==> src/rtl/rx_arb_pkg.sv <==
// Shared types and constants for the RX stream arbiter.
package rx_arb_pkg;
   typedef enum logic {IDLE, GRANT} arb_state_t;
   localparam int STAT_W    = 16;
   localparam int MAX_PORTS = 8;
endpackage

==> src/rtl/rr_picker.sv <==
// Rotating priority encoder: first requester after last_grant, wrapping mod NUM_PORTS.
module rr_picker
   import rx_arb_pkg::*;
#(
   parameter  int NUM_PORTS = 4,
   localparam int IDX_W     = $clog2(NUM_PORTS)
) (
   input  logic [NUM_PORTS-1:0] req,
   input  logic [IDX_W-1:0]     last_grant,
   output logic                 any_req,
   output logic [IDX_W-1:0]     pick
);

   int cand;

   // Walk from the farthest candidate to the nearest so the nearest set bit wins.
   always_comb begin
      any_req = |req;
      pick    = '0;
      cand    = 0;
      for (int k = NUM_PORTS; k >= 1; k--) begin
         cand = (int'(last_grant) + k) % NUM_PORTS;
         if (req[cand[IDX_W-1:0]]) pick = cand[IDX_W-1:0];
      end
   end

endmodule

==> src/rtl/rx_stream_arbiter.sv <==
// Packet-level round-robin merge of NUM_PORTS byte streams into one registered stream.
// Define RX_ARB_STATS_EN to add per-source packet counters (pkt_count, stats_clr).
module rx_stream_arbiter
   import rx_arb_pkg::*;
#(
   parameter  int NUM_PORTS = 4,
   localparam int IDX_W     = $clog2(NUM_PORTS)
) (
   input  logic                   clk,
   input  logic                   rst_n,
   input  logic [NUM_PORTS-1:0]   in_tvalid,
   output logic [NUM_PORTS-1:0]   in_tready,
   input  logic [8*NUM_PORTS-1:0] in_tdata,
   input  logic [NUM_PORTS-1:0]   in_tlast,
   output logic                   out_tvalid,
   input  logic                   out_tready,
   output logic [7:0]             out_tdata,
   output logic                   out_tlast,
`ifdef RX_ARB_STATS_EN
   output logic [STAT_W*NUM_PORTS-1:0] pkt_count,
   input  logic                   stats_clr,
`endif
   output logic                   grant_active,
   output logic [IDX_W-1:0]       grant_idx
);

   arb_state_t       state_reg;
   logic [IDX_W-1:0] grant_idx_reg;
   logic [IDX_W-1:0] last_grant_reg;
   logic             out_tvalid_reg;
   logic [7:0]       out_tdata_reg;
   logic             out_tlast_reg;

   logic             any_req;
   logic [IDX_W-1:0] pick;
   logic             slot_free;
   logic             accept;
   logic [7:0]       beat_data;
   logic             beat_last;

   rr_picker #(.NUM_PORTS(NUM_PORTS)) u_picker (
      .req        (in_tvalid),
      .last_grant (last_grant_reg),
      .any_req    (any_req),
      .pick       (pick)
   );

   // The output slot can take a beat when empty or being drained this cycle.
   assign slot_free = !out_tvalid_reg || out_tready;
   assign accept    = (state_reg == GRANT) && in_tvalid[grant_idx_reg] && slot_free;
   assign beat_data = in_tdata[{grant_idx_reg, 3'b000} +: 8];
   assign beat_last = in_tlast[grant_idx_reg];

   always_comb begin
      in_tready = '0;
      if (state_reg == GRANT) in_tready[grant_idx_reg] = slot_free;
   end

   always_ff @(posedge clk or negedge rst_n) begin
      if (!rst_n) begin
         state_reg      <= IDLE;
         grant_idx_reg  <= '0;
         last_grant_reg <= IDX_W'(NUM_PORTS - 1);
         out_tvalid_reg <= 1'b0;
         out_tdata_reg  <= '0;
         out_tlast_reg  <= 1'b0;
      end else begin
         if (accept) begin
            out_tvalid_reg <= 1'b1;
            out_tdata_reg  <= beat_data;
            out_tlast_reg  <= beat_last;
         end else if (out_tready) begin
            out_tvalid_reg <= 1'b0;
         end
         case (state_reg)
            IDLE: begin
               if (any_req) begin
                  grant_idx_reg  <= pick;
                  last_grant_reg <= pick;
                  state_reg      <= GRANT;
               end
            end
            GRANT: begin
               if (accept && beat_last) state_reg <= IDLE;
            end
            default: state_reg <= IDLE;
         endcase
      end
   end

   assign out_tvalid   = out_tvalid_reg;
   assign out_tdata    = out_tdata_reg;
   assign out_tlast    = out_tlast_reg;
   assign grant_active = (state_reg == GRANT);
   assign grant_idx    = grant_idx_reg;

`ifdef RX_ARB_STATS_EN
   logic [STAT_W-1:0] cnt_reg [NUM_PORTS];

   for (genvar gi = 0; gi < NUM_PORTS; gi++) begin : g_stat
      always_ff @(posedge clk or negedge rst_n) begin
         if (!rst_n)
            cnt_reg[gi] <= '0;
         else if (stats_clr)
            cnt_reg[gi] <= '0;
         else if (accept && beat_last && grant_idx_reg == IDX_W'(gi))
            cnt_reg[gi] <= cnt_reg[gi] + STAT_W'(1);
      end
      assign pkt_count[gi*STAT_W +: STAT_W] = cnt_reg[gi];
   end
`endif

endmodule

==> config.mk <==
export PLATFORM = sky130hd
export DESIGN_NAME = rx_stream_arbiter
export DESIGN_NICKNAME = d
export VERILOG_FILES = /design/src/rtl/rx_arb_pkg.sv /design/src/rtl/rr_picker.sv /design/src/rtl/rx_stream_arbiter.sv
export SDC_FILE = /design/constraint.sdc
export NUM_CORES = 1
export LEC_CHECK = 0
export CAP_MARGIN = 20
export CORE_ASPECT_RATIO = 1.5
export CORE_MARGIN = 3
export CORE_UTILIZATION = 35
export CTS_CLUSTER_DIAMETER = 100
export DETAILED_ROUTE_END_ITERATION = 8
export GPL_TIMING_DRIVEN = 1
export HOLD_SLACK_MARGIN = 0.05
export PLACE_DENSITY = 0.75
export RECOVER_POWER = 25
export SLEW_MARGIN = 20
export SYNTH_ARGS = -nofsm -noshare
export SYNTH_HDL_FRONTEND = slang
export SYNTH_SLANG_ARGS = --single-unit
==> constraint.sdc <==
create_clock -name clk -period 1.7 [get_ports clk]
set_input_delay 0.17 -clock clk [delete_from_list [all_inputs] [get_ports clk]]
set_output_delay 0.17 -clock clk [all_outputs]
set_load 0.05 [all_outputs]
# Word-level counts from Yosys, hierarchy flattened
# Index checks and enable logic that the tools add are counted.
# classes
add_sub_neg,4
n_lt_le_gt_ge,6
n_shift,1
mux,24
bitwise_logic,2
n_reduce_logical,9
# ops
op,count
variable part select 32 x 6 -> 8 bit,1
less-than comparator 2 x 3 -> 1 bit (second input constant),5
binary-select mux 1 bit (select 2 bit),6
two-way mux 1 bit,11
two-way mux 2 bit,4
adder 2 x 1 -> 2 bit (second input constant),2
adder 2 bit (second input constant),2
AND 4 bit,1
logical AND 1 bit,4
two-way mux 4 bit,1
OR reduction 4 bit,1
demux 1 bit (select 2 bit),1
>= comparator 2 x 1 -> 1 bit (second input constant),1
case mux 1 bit (2 select lines),1
AND reduction 2 bit,1
nonzero test 2 bit,1
logical NOT 1 bit,1
logical OR 1 bit,1
inverter 1 bit,1
# totals
ff_bits,15
word_cells,52

# Longest topological paths before layout
# Gate-level depths: netlist of the first run.
# logic_depth
word_depth,7
mapped_depth,5
ltp_nobuf,4

# By module
# A second synthesis of the first run with hierarchy kept.
# hier_totals
cells_unflattened,76
hier_area_um2,983.4
# modules_own_cells
mod,n_inst,cells_per_inst,area_each_um2,seq_area_each_um2
rx_stream_arbiter,1,62,892.1,377.9
rr_picker,1,14,91.3,0.0

# Least setup slack after synthesis of the first run
# Ideal clock, no wire load.
# synth_timing
path_kind,flip-flop to output port
startpoint,"register state_reg, in the netlist grant_active"
endpoint,output in_tready[0]
arrival_ps,2335
required_ps,1530
path_slack_ps,-805
path_stages_with_launch,4
n_path_buf,1
path_cell_list,dfrtp_1 -> and2_2 -> bufbuf_8 -> nor3b_1
# synth_via
elab_chain_cells,1
# synth_rtl
element,line_no,rtl
start: declaration,rx_stream_arbiter.sv:27,arb_state_t state_reg;
start signal: assignment,rx_stream_arbiter.sv:61,state_reg <= IDLE;
start signal: assignment,rx_stream_arbiter.sv:80,state_reg <= GRANT;
start signal: assignment,rx_stream_arbiter.sv:84,if (accept && beat_last) state_reg <= IDLE;
two-way mux 4 bit,rx_stream_arbiter.sv:56,if (state_reg == GRANT) in_tready[grant_idx_reg] = slot_free;
end: declaration,rx_stream_arbiter.sv:12,"output logic [NUM_PORTS-1:0] in_tready,"
# No other way between the ends.

# Worst setup path in the final report of the first run
# layout_timing
startpoint,"register grant_idx_reg[0], in the netlist grant_idx[0]"
endpoint,"register out_tdata_reg[5], in the netlist out_tdata[5]"
# layout_via
elab_chain_cells,4
elab_cells_between_ends,5
classes_between,shift: 1; mux: 2; reduce/logical: 2
# layout_rtl
element,line_no,rtl
start: declaration,rx_stream_arbiter.sv:28,logic [IDX_W-1:0] grant_idx_reg;
start signal: assignment,rx_stream_arbiter.sv:78,grant_idx_reg <= pick;
branches (longest 4 deep; another with variable part select 32 x 6 -> 8 bit),n/a,
end signal: assignment,rx_stream_arbiter.sv:70,out_tdata_reg <= beat_data;
end: declaration,rx_stream_arbiter.sv:31,logic [7:0] out_tdata_reg;
# Several ways; the timed one is not identified. The select of a mux whose other input is x is not followed.
# A chain may end at the register's enable or synchronous reset.

==> results of run 1 <==
## stage by stage
stage	hold WS [ps]	total power, mW	utilization, %
2_1_floorplan	-126	2.29	-
3_3_place_gp	474	3.05	64.6
3_5_place_dp	491	3.11	64.6
4_1_cts	246	3.40	66.3
5_1_grt	520	3.54	66.1
6_report	497	3.37	66.1
## worst paths after layout
path	start	endpoint	slack, ps	cells after the start
min	out_tlast	out_tlast	500	1
max in group asynchronous	rst_n	grant_active	610	2
max reg2reg	grant_idx[0]	out_tdata[5]	90	3
min reg2reg	out_tlast	out_tlast	500	1
min in group asynchronous	rst_n	out_tdata[6]	530	2
max	grant_idx[0]	out_tdata[5]	90	3
## final cells by class
cell class / instances / area [sq um]
Clock buffer: 4 / 45.0
Fill cell: 201 / 926
Inverter: 2 / 7.51
Multi-Input combinational cell: 59 / 599
Sequential cell: 15 / 380
Tap cell: 37 / 46.3
Timing Repair Buffer: 69 / 729
## worst reg2reg max path: stages (launching register included)
cell and delay (ps):
dfrtp_2 430, mux4_2 570, nand2_4 150, mux2_2 350
## cells by family after synthesis
group,count (synthesis),share of synthesized area [%]
AND/OR/NAND/NOR,26,13.1
multiplexers,18,33.4
AO/OA/AOI/OAI,15,9.41
flip-flops,15,36.9
buffers and inverters,7,7.21
## routing by layer
layer	track usage [%]	vias to the layer above	part of all wire, %	routed length (um)
met5	0	-	0	0
met4	7.69	0	1.6	50
met3	4.72	4	7.3	226
met2	34.2	58	53	1630
met1	20.9	483	38	1170
li1	-	450	-	-
## cells in the final DEF (no fill, tap or decap)
cell type,count
nand3_1,1
o221a_2,1
a21o_1,1
clkbuf_8,3
mux4_1,7
a21boi_0,1
and2_2,1
nand2b_1,3
dfrtp_2,2
dlygate4sd3_1,1
buf_12,7
o41ai_1,1
o21ai_0,4
nand2_4,1
or3b_2,1
a21oi_1,5
dfstp_2,2
a21bo_2,1
mux4_2,3
and3_2,1
nor2b_1,1
nand2_1,8
clkdlybuf4s50_1,50
o22ai_1,1
nor3b_4,1
clkbuf_1,2
inv_1,2
nor4_1,1
mux2_2,8
buf_4,10
nor2_4,2
nor2_1,5
dfrtp_1,11
## where the power goes
part           total [mW]  leakage, nW  switching, mW  internal [mW]
Combinational        2.37        0.547           1.26           1.11
Clock               0.280       0.0228          0.114          0.165
Sequential          0.721        0.171          0.154          0.567
Total                3.37        0.741           1.53           1.84
==> flow_summary_export.csv, run 1 <==
group,metric,value,unit
outcome,outcome,"finished, final reports clean",
die,fp.dieH,72.2,um
clocking,max-clock-path-buffers,2,
setup_path,critPathTopFamily,"multiplexers",
timing,setup_viol,0,
timing,worst_pin_slew,813,ps
synthesis,synth-edff-count,0,
detailed_routing,ant_nets,0,
die,die_w,50.2,um
final_layout,drive_gt1_share,29.5,%
setup_path,crit_path_top_delay_cell,"mux4_2",
placement,preCtsSetupSlack,-42.5,ps
detailed_routing,drtIter0Drc,31,
power,powerDensity,1860,nW/um^2
clocking,cts_tree,"done",
placement,gp_congestion,0.710,
setup_path,crit_type,"register to register",
timing,finalHoldViolations,0,
synthesis,synth_common_cells,"dfrtp_1 (13), mux2_2 (8), nand2_1 (8), mux4_1 (7), nor2_1 (7)",
synthesis,synth_top_cell_by_area,"dfrtp_1",
final_layout,diodes,0,
die,num_rows,23,
setup_path,cp-end-kind,"register",
detailed_routing,via_per_inst,5.35,
die,core,2730,sq um
clocking,clkSinkCount,15,
synthesis,synth_seq_cells,15,
timing,finalCritPeriodShare,94.8,%
worst_hold_path,hold_class,"register to register",
grt,grt_antenna_before_repair,0,
clocking,post_cts_resized,0,
synthesis,syn_area,1020,sq um
detailed_routing,post-route-drc-count,0,
setup_path,path_buf_inv,0,
grt,grt.overflow.total,0,
synthesis,synth_warnings,0,
final_layout,largest_register_ffs,8,
detailed_routing,wirelength,3080,um
setup_path,crit_chain,"mux4_2, nand2_4, mux2_2",
grt,grt.total_usage,19.0,%
power,vdd_ir_drop_max,1120,uV
grt,grt_pass1_wl,5190,um
clocking,path_clk_slew,60,ps
clocking,cts_root_buffer,"clkbuf_8",
timing,fin_worst_skew,0.861,ps
clocking,cts_hold_buf,0,
setup_path,worstPathArrival,1730,ps
job,cap_violations,0,
timing,max_clock_freq,621,MHz
clocking,htreeDepth,1,
placement,placed_area,1770,sq um
final_layout,final_cell_area,1810,sq um
final_layout,area_delta_synth_final,76.6,%
die,start_util,37.4,%
synthesis,ys_async_sr_fraction,100,%
detailed_routing,num_vias,995,
synthesis,avgSynthCellArea,12.6,sq um
placement,portBuffers,59,
clocking,worstSkewPairLatency,240,ps
placement,dp_cells,182,
die,io_pins,60,
timing,maxSlewHeadroom,45.8,%
synthesis,yosysMostFrequentCell,"dfrtp_1",
synthesis,seq_area_frac_synth,36.9,%
timing,timing.final.ws_setup,89.1,ps
setup_path,critical-path-max-stage-delay,570,ps
setup_path,cp_max_fo,9,
placement,hpwlAfterDp,2550,um
timing,period_needed,1610,ps
setup_path,cp-start-kind,"register",
synthesis,synth_area_leaders,"dfrtp_1 (32%), mux4_1 (18%), mux2_2 (8.8%)",
synthesis,synth_top_cell_area_share,31.8,%
die,die_area,3620,sq um
power,leakagePower,0.741,nW
synthesis,synth-main-ff-cell,"dfrtp_1",
final_layout,final_cells,186,
synthesis,synth.distinct_cells,30,
clocking,post_cts_buffers,0,
grt,grt_max_degree,16,
timing,grt_setup_unrepaired,"no",
grt,grt_pass1_vias,1060,
timing,final_max_slew_viol_count,0,
final_layout,fin_nets,193,
detailed_routing,first_pass_iters,6,
setup_path,critPathRequiredTime,1820,ps
timing,setup_tns,0,ps
detailed_routing,wl_per_cell,16.5,um
synthesis,syn-num-nets,124,
synthesis,syn_inst,81,
clocking,cts_made_buffers,3,
(Power assumes the default switching activity.)
==> run 2: changes to the inputs <==
Settings changed: CORE_MARGIN 3 to unset.
==> flow_summary_export.csv, run 2 (synthesis gave the netlist of run 1 again) <==
group,metric,value,unit
outcome,outcome,"finished, final reports clean",
timing,max_clock_freq,605,MHz
setup_path,cp-start-kind,"register",
grt,grt_max_degree,16,
detailed_routing,post-route-drc-count,0,
detailed_routing,wirelength,2960,um
final_layout,fin_nets,195,
final_layout,multi_input_area,599,sq um
placement,portBuffers,59,
die,fp.dieH,68.2,um
detailed_routing,first_pass_iters,4,
timing,grt_setup_unrepaired,"no",
die,io_pins,60,
power,p_total,3.38,mW
final_layout,drive_gt1_share,30.5,%
final_layout,final_cell_area,1810,sq um
grt,grt_pass1_wl,4450,um
power,powerDensity,1870,nW/um^2
timing,final_max_slew_viol_count,0,
final_layout,largest_register_ffs,8,
setup_path,worstPathArrival,1780,ps
final_layout,seqCellArea,380,sq um
clocking,post_cts_resized,0,
detailed_routing,num_vias,973,
clocking,cts_tree,"done",
timing,fin_worst_skew,0.903,ps
setup_path,cp_max_fo,9,
detailed_routing,wl_per_cell,15.7,um
timing,worst_pin_slew,809,ps
clocking,worstSkewPairLatency,240,ps
setup_path,cp-end-kind,"register",
timing,finalHoldViolations,0,
clocking,clkSinkCount,15,
power,leakagePower,0.745,nW
placement,gp_congestion,0.751,
placement,placed_area,1760,sq um
timing,period_needed,1650,ps
clocking,path_clk_slew,60,ps
setup_path,crit_type,"register to register",
grt,grt_pass1_vias,1037,
die,core,2730,sq um
die,start_util,37.4,%
setup_path,critPathRequiredTime,1830,ps
detailed_routing,drtIter0Drc,6,
detailed_routing,via_per_inst,5.18,
timing,setup_tns,0,ps
grt,grt_antenna_before_repair,0,
die,die_area,3150,sq um
grt,grt.overflow.total,0,
timing,setup_viol,0,
die,num_rows,23,
worst_hold_path,hold_class,"register to register",
detailed_routing,ant_nets,0,
final_layout,layout_commonest_cell,"clkdlybuf4s50_1",
final_layout,area_delta_synth_final,76.9,%
clocking,max-clock-path-buffers,2,
job,cap_violations,0,
power,vdd_ir_drop_max,963,uV
clocking,htreeDepth,1,
final_layout,mostFrequentLayoutCells,"clkdlybuf4s50_1 (50), buf_4 (13), dfrtp_1 (11)",
timing,finalCritPeriodShare,97.2,%
placement,hpwlAfterDp,2490,um
die,die_w,46.2,um
timing,maxSlewHeadroom,46.1,%
clocking,cts_made_buffers,3,
final_layout,fillCellCount,220,
grt,grt.total_usage,20.4,%
clocking,cts_root_buffer,"clkbuf_8",
final_layout,diodes,0,
-- run 2: worst paths after layout --
path | start | to | slack (ps) | cells after the start
worst max-delay path | grant_idx[0] | out_tdata[3] | 50 | 3
max in group asynchronous | rst_n | grant_active | 600 | 2
worst min register to register | out_tlast | out_tlast | 490 | 1
worst min-delay path | out_tlast | out_tlast | 490 | 1
min in group asynchronous | rst_n | out_tdata[6] | 540 | 2
worst max register to register | grant_idx[0] | out_tdata[3] | 50 | 3
-- run 2: final cells by class --
class                   instances  share of cell area (%)
repair buffers                 71                    40.4
multi-input cells              59                    33.1
flip-flops and latches         15                    21.0
well taps                      37                    2.56
clock buffers                   4                    2.49
inverters                       2                   0.415
-- run 2: through the flow --
step | hold WS, ps | instances | setup slack [ps] | util, %
6_report | 494 | 188 | 47.4 | 66.2
5_1_grt | 519 | 188 | 6.08 | 66.2
4_1_cts | 256 | 187 | 18.1 | 66.1
3_5_place_dp | 484 | 183 | -63.9 | 64.4
3_3_place_gp | 474 | 183 | -22.6 | 64.4
2_1_floorplan | -126 | 81 | -108 | -
-- run 2: metal layers --
metal / global-route usage [%] / vias up / part of all wire, %
li1: - / 450 / -
met1: 18.6 / 468 / 35
met2: 37.9 / 48 / 54
met3: 5.28 / 7 / 8.6
met4: 12.9 / 0 / 2.4
met5: 0 / - / 0
-- run 2: repair_timing --
action	in CTS	in global routing
setup buffers	0	1
hold buffers	0	0
endpoints found under the setup margin	0	7
-- run 2: critical path: stages (launching register included) --
cell and delay [ps]:
dfrtp_2 460, mux4_2 570, nand2_4 150, mux2_2 360
-- run 2: where the power goes --
group	total (mW)	internal, mW	switching, mW
combinational	2.37	1.11	1.26
clock	0.281	0.166	0.116
sequential	0.735	0.567	0.168
==> run 3: changes to the inputs <==
Settings changed: CTS_BUF_LIST set to sky130_fd_sc_hd__clkbuf_4 sky130_fd_sc_hd__clkbuf_8 sky130_fd_sc_hd__clkbuf_16.
==> flow_summary_export.csv, run 3 (synthesis gave the netlist of run 1 again) <==
group,metric,value,unit
detailed_routing,ant_nets,0,
timing,fin_worst_skew,1.04,ps
die,die_area,3150,sq um
clocking,clkSinkCount,15,
setup_path,critPathRequiredTime,1830,ps
setup_path,crit_chain,"mux4_2, nand2_4, mux2_2",
setup_path,crit_path_top_delay_cell,"mux4_2",
timing,finalHoldViolations,0,
grt,grt_antenna_before_repair,0,
die,core,2730,sq um
final_layout,area_delta_synth_final,77.3,%
final_layout,drive_gt1_share,31.1,%
power,powerDensity,1870,nW/um^2
job,cap_violations,0,
final_layout,largest_register_ffs,8,
setup_path,cp-end-kind,"register",
final_layout,mostFrequentLayoutCells,"clkdlybuf4s50_1 (50), buf_4 (13), dfrtp_1 (11)",
power,vdd_ir_drop_max,962,uV
clocking,path_clk_slew,60,ps
detailed_routing,wl_per_cell,15.8,um
setup_path,path_buf_inv,0,
placement,gp_congestion,0.751,
die,start_util,37.4,%
clocking,post_cts_buffers,0,
grt,grt.total_usage,20.4,%
placement,portBuffers,59,
grt,grt_pass1_wl,4450,um
detailed_routing,num_vias,973,
timing,setup_viol,0,
placement,dp_cells,183,
detailed_routing,wirelength,2960,um
outcome,outcome,"finished, final reports clean",
grt,grt_pass1_vias,1037,
timing,grt_setup_unrepaired,"no",
worst_hold_path,hold_class,"register to register",
clocking,worstSkewPairLatency,240,ps
placement,preCtsSetupSlack,-63.9,ps
die,fp.dieH,68.2,um
setup_path,cp_max_fo,9,
final_layout,layout_commonest_cell,"clkdlybuf4s50_1",
die,io_pins,60,
detailed_routing,via_per_inst,5.18,
final_layout,fin_nets,195,
final_layout,fillCellCount,218,
power,leakagePower,0.748,nW
final_layout,diodes,0,
timing,max_clock_freq,605,MHz
final_layout,utilization,66.4,%
timing,worst_pin_slew,809,ps
timing,maxSlewHeadroom,46.1,%
clocking,cts_root_buffer,"clkbuf_8",
clocking,max-clock-path-buffers,2,
detailed_routing,drtIter0Drc,6,
clocking,htreeDepth,1,
clocking,cts_tree,"done",
die,num_rows,23,
setup_path,cp-start-kind,"register",
setup_path,crit_type,"register to register",
detailed_routing,first_pass_iters,4,
setup_path,critical-path-max-stage-delay,570,ps
placement,hpwlAfterDp,2490,um
grt,grt.overflow.total,0,
timing,finalCritPeriodShare,97.2,%
timing,period_needed,1650,ps
detailed_routing,post-route-drc-count,0,
die,die_w,46.2,um
clocking,post_cts_resized,0,
setup_path,worstPathArrival,1780,ps
timing,timing.final.ws_setup,47.2,ps
final_layout,final_cells,188,
setup_path,critPathTopFamily,"multiplexers",
grt,grt_max_degree,16,
clocking,cts_hold_buf,0,
clocking,cts_made_buffers,3,
timing,final_max_slew_viol_count,0,
## run 3: cell types whose count changed in the layout (fill, tap and decap cells not counted)
cell	before	now
clkbuf_4	0	1
clkbuf_1	2	1
## run 3: layout make-up
type | instances | area (sq um) | share of cell area, %
clock buffer | 4 | 48.8 | 2.69
inverter | 2 | 7.51 | 0.414
multi-input combinational | 59 | 599 | 33.0
sequential | 15 | 380 | 21.0
tap | 37 | 46.3 | 2.55
timing repair buffer | 71 | 732 | 40.3
## run 3: routing by layer
layer	vias to the layer above	wire length (um)	share of wire (%)	global-route usage, %
li1	450	-	-	-
met5	-	0	0	0
met2	48	1600	54	37.9
met1	468	1030	35	18.6
met3	7	256	8.6	5.28
met4	0	72	2.4	12.9
## run 3: worst register-to-register path, stage by stage, from the launching register on
cell     delay, ps
dfrtp_2        460
mux4_2         570
nand2_4        150
mux2_2         360
## run 3: stage by stage
stage	power, mW	cell area (sq um)	TNS, ps	hold WS, ps
after global placement	3.04	1760	-170	474
final	3.40	1810	0	494
after global routing	3.56	1810	0	519
after detailed placement	3.11	1760	-420	484
after floorplan	2.29	1050	-893	-126
after CTS	3.42	1810	0	256
## run 3: power by group
group          internal (mW)  switching, mW  leakage (nW)
clock network          0.182          0.116        0.0262
logic                   1.11           1.26         0.551
registers              0.567          0.168         0.171
## run 3: path summary, 6_finish.rpt
path | cells past startpoint | startpoint | slack (ps) | end
max in group asynchronous | 2 | rst_n | 600 | grant_active
max reg2reg | 3 | grant_idx[0] | 50 | out_tdata[3]
min in group asynchronous | 2 | rst_n | 540 | out_tdata[6]
min reg2reg | 1 | out_tlast | 490 | out_tlast
min | 1 | out_tlast | 490 | out_tlast
max | 3 | grant_idx[0] | 50 | out_tdata[3]
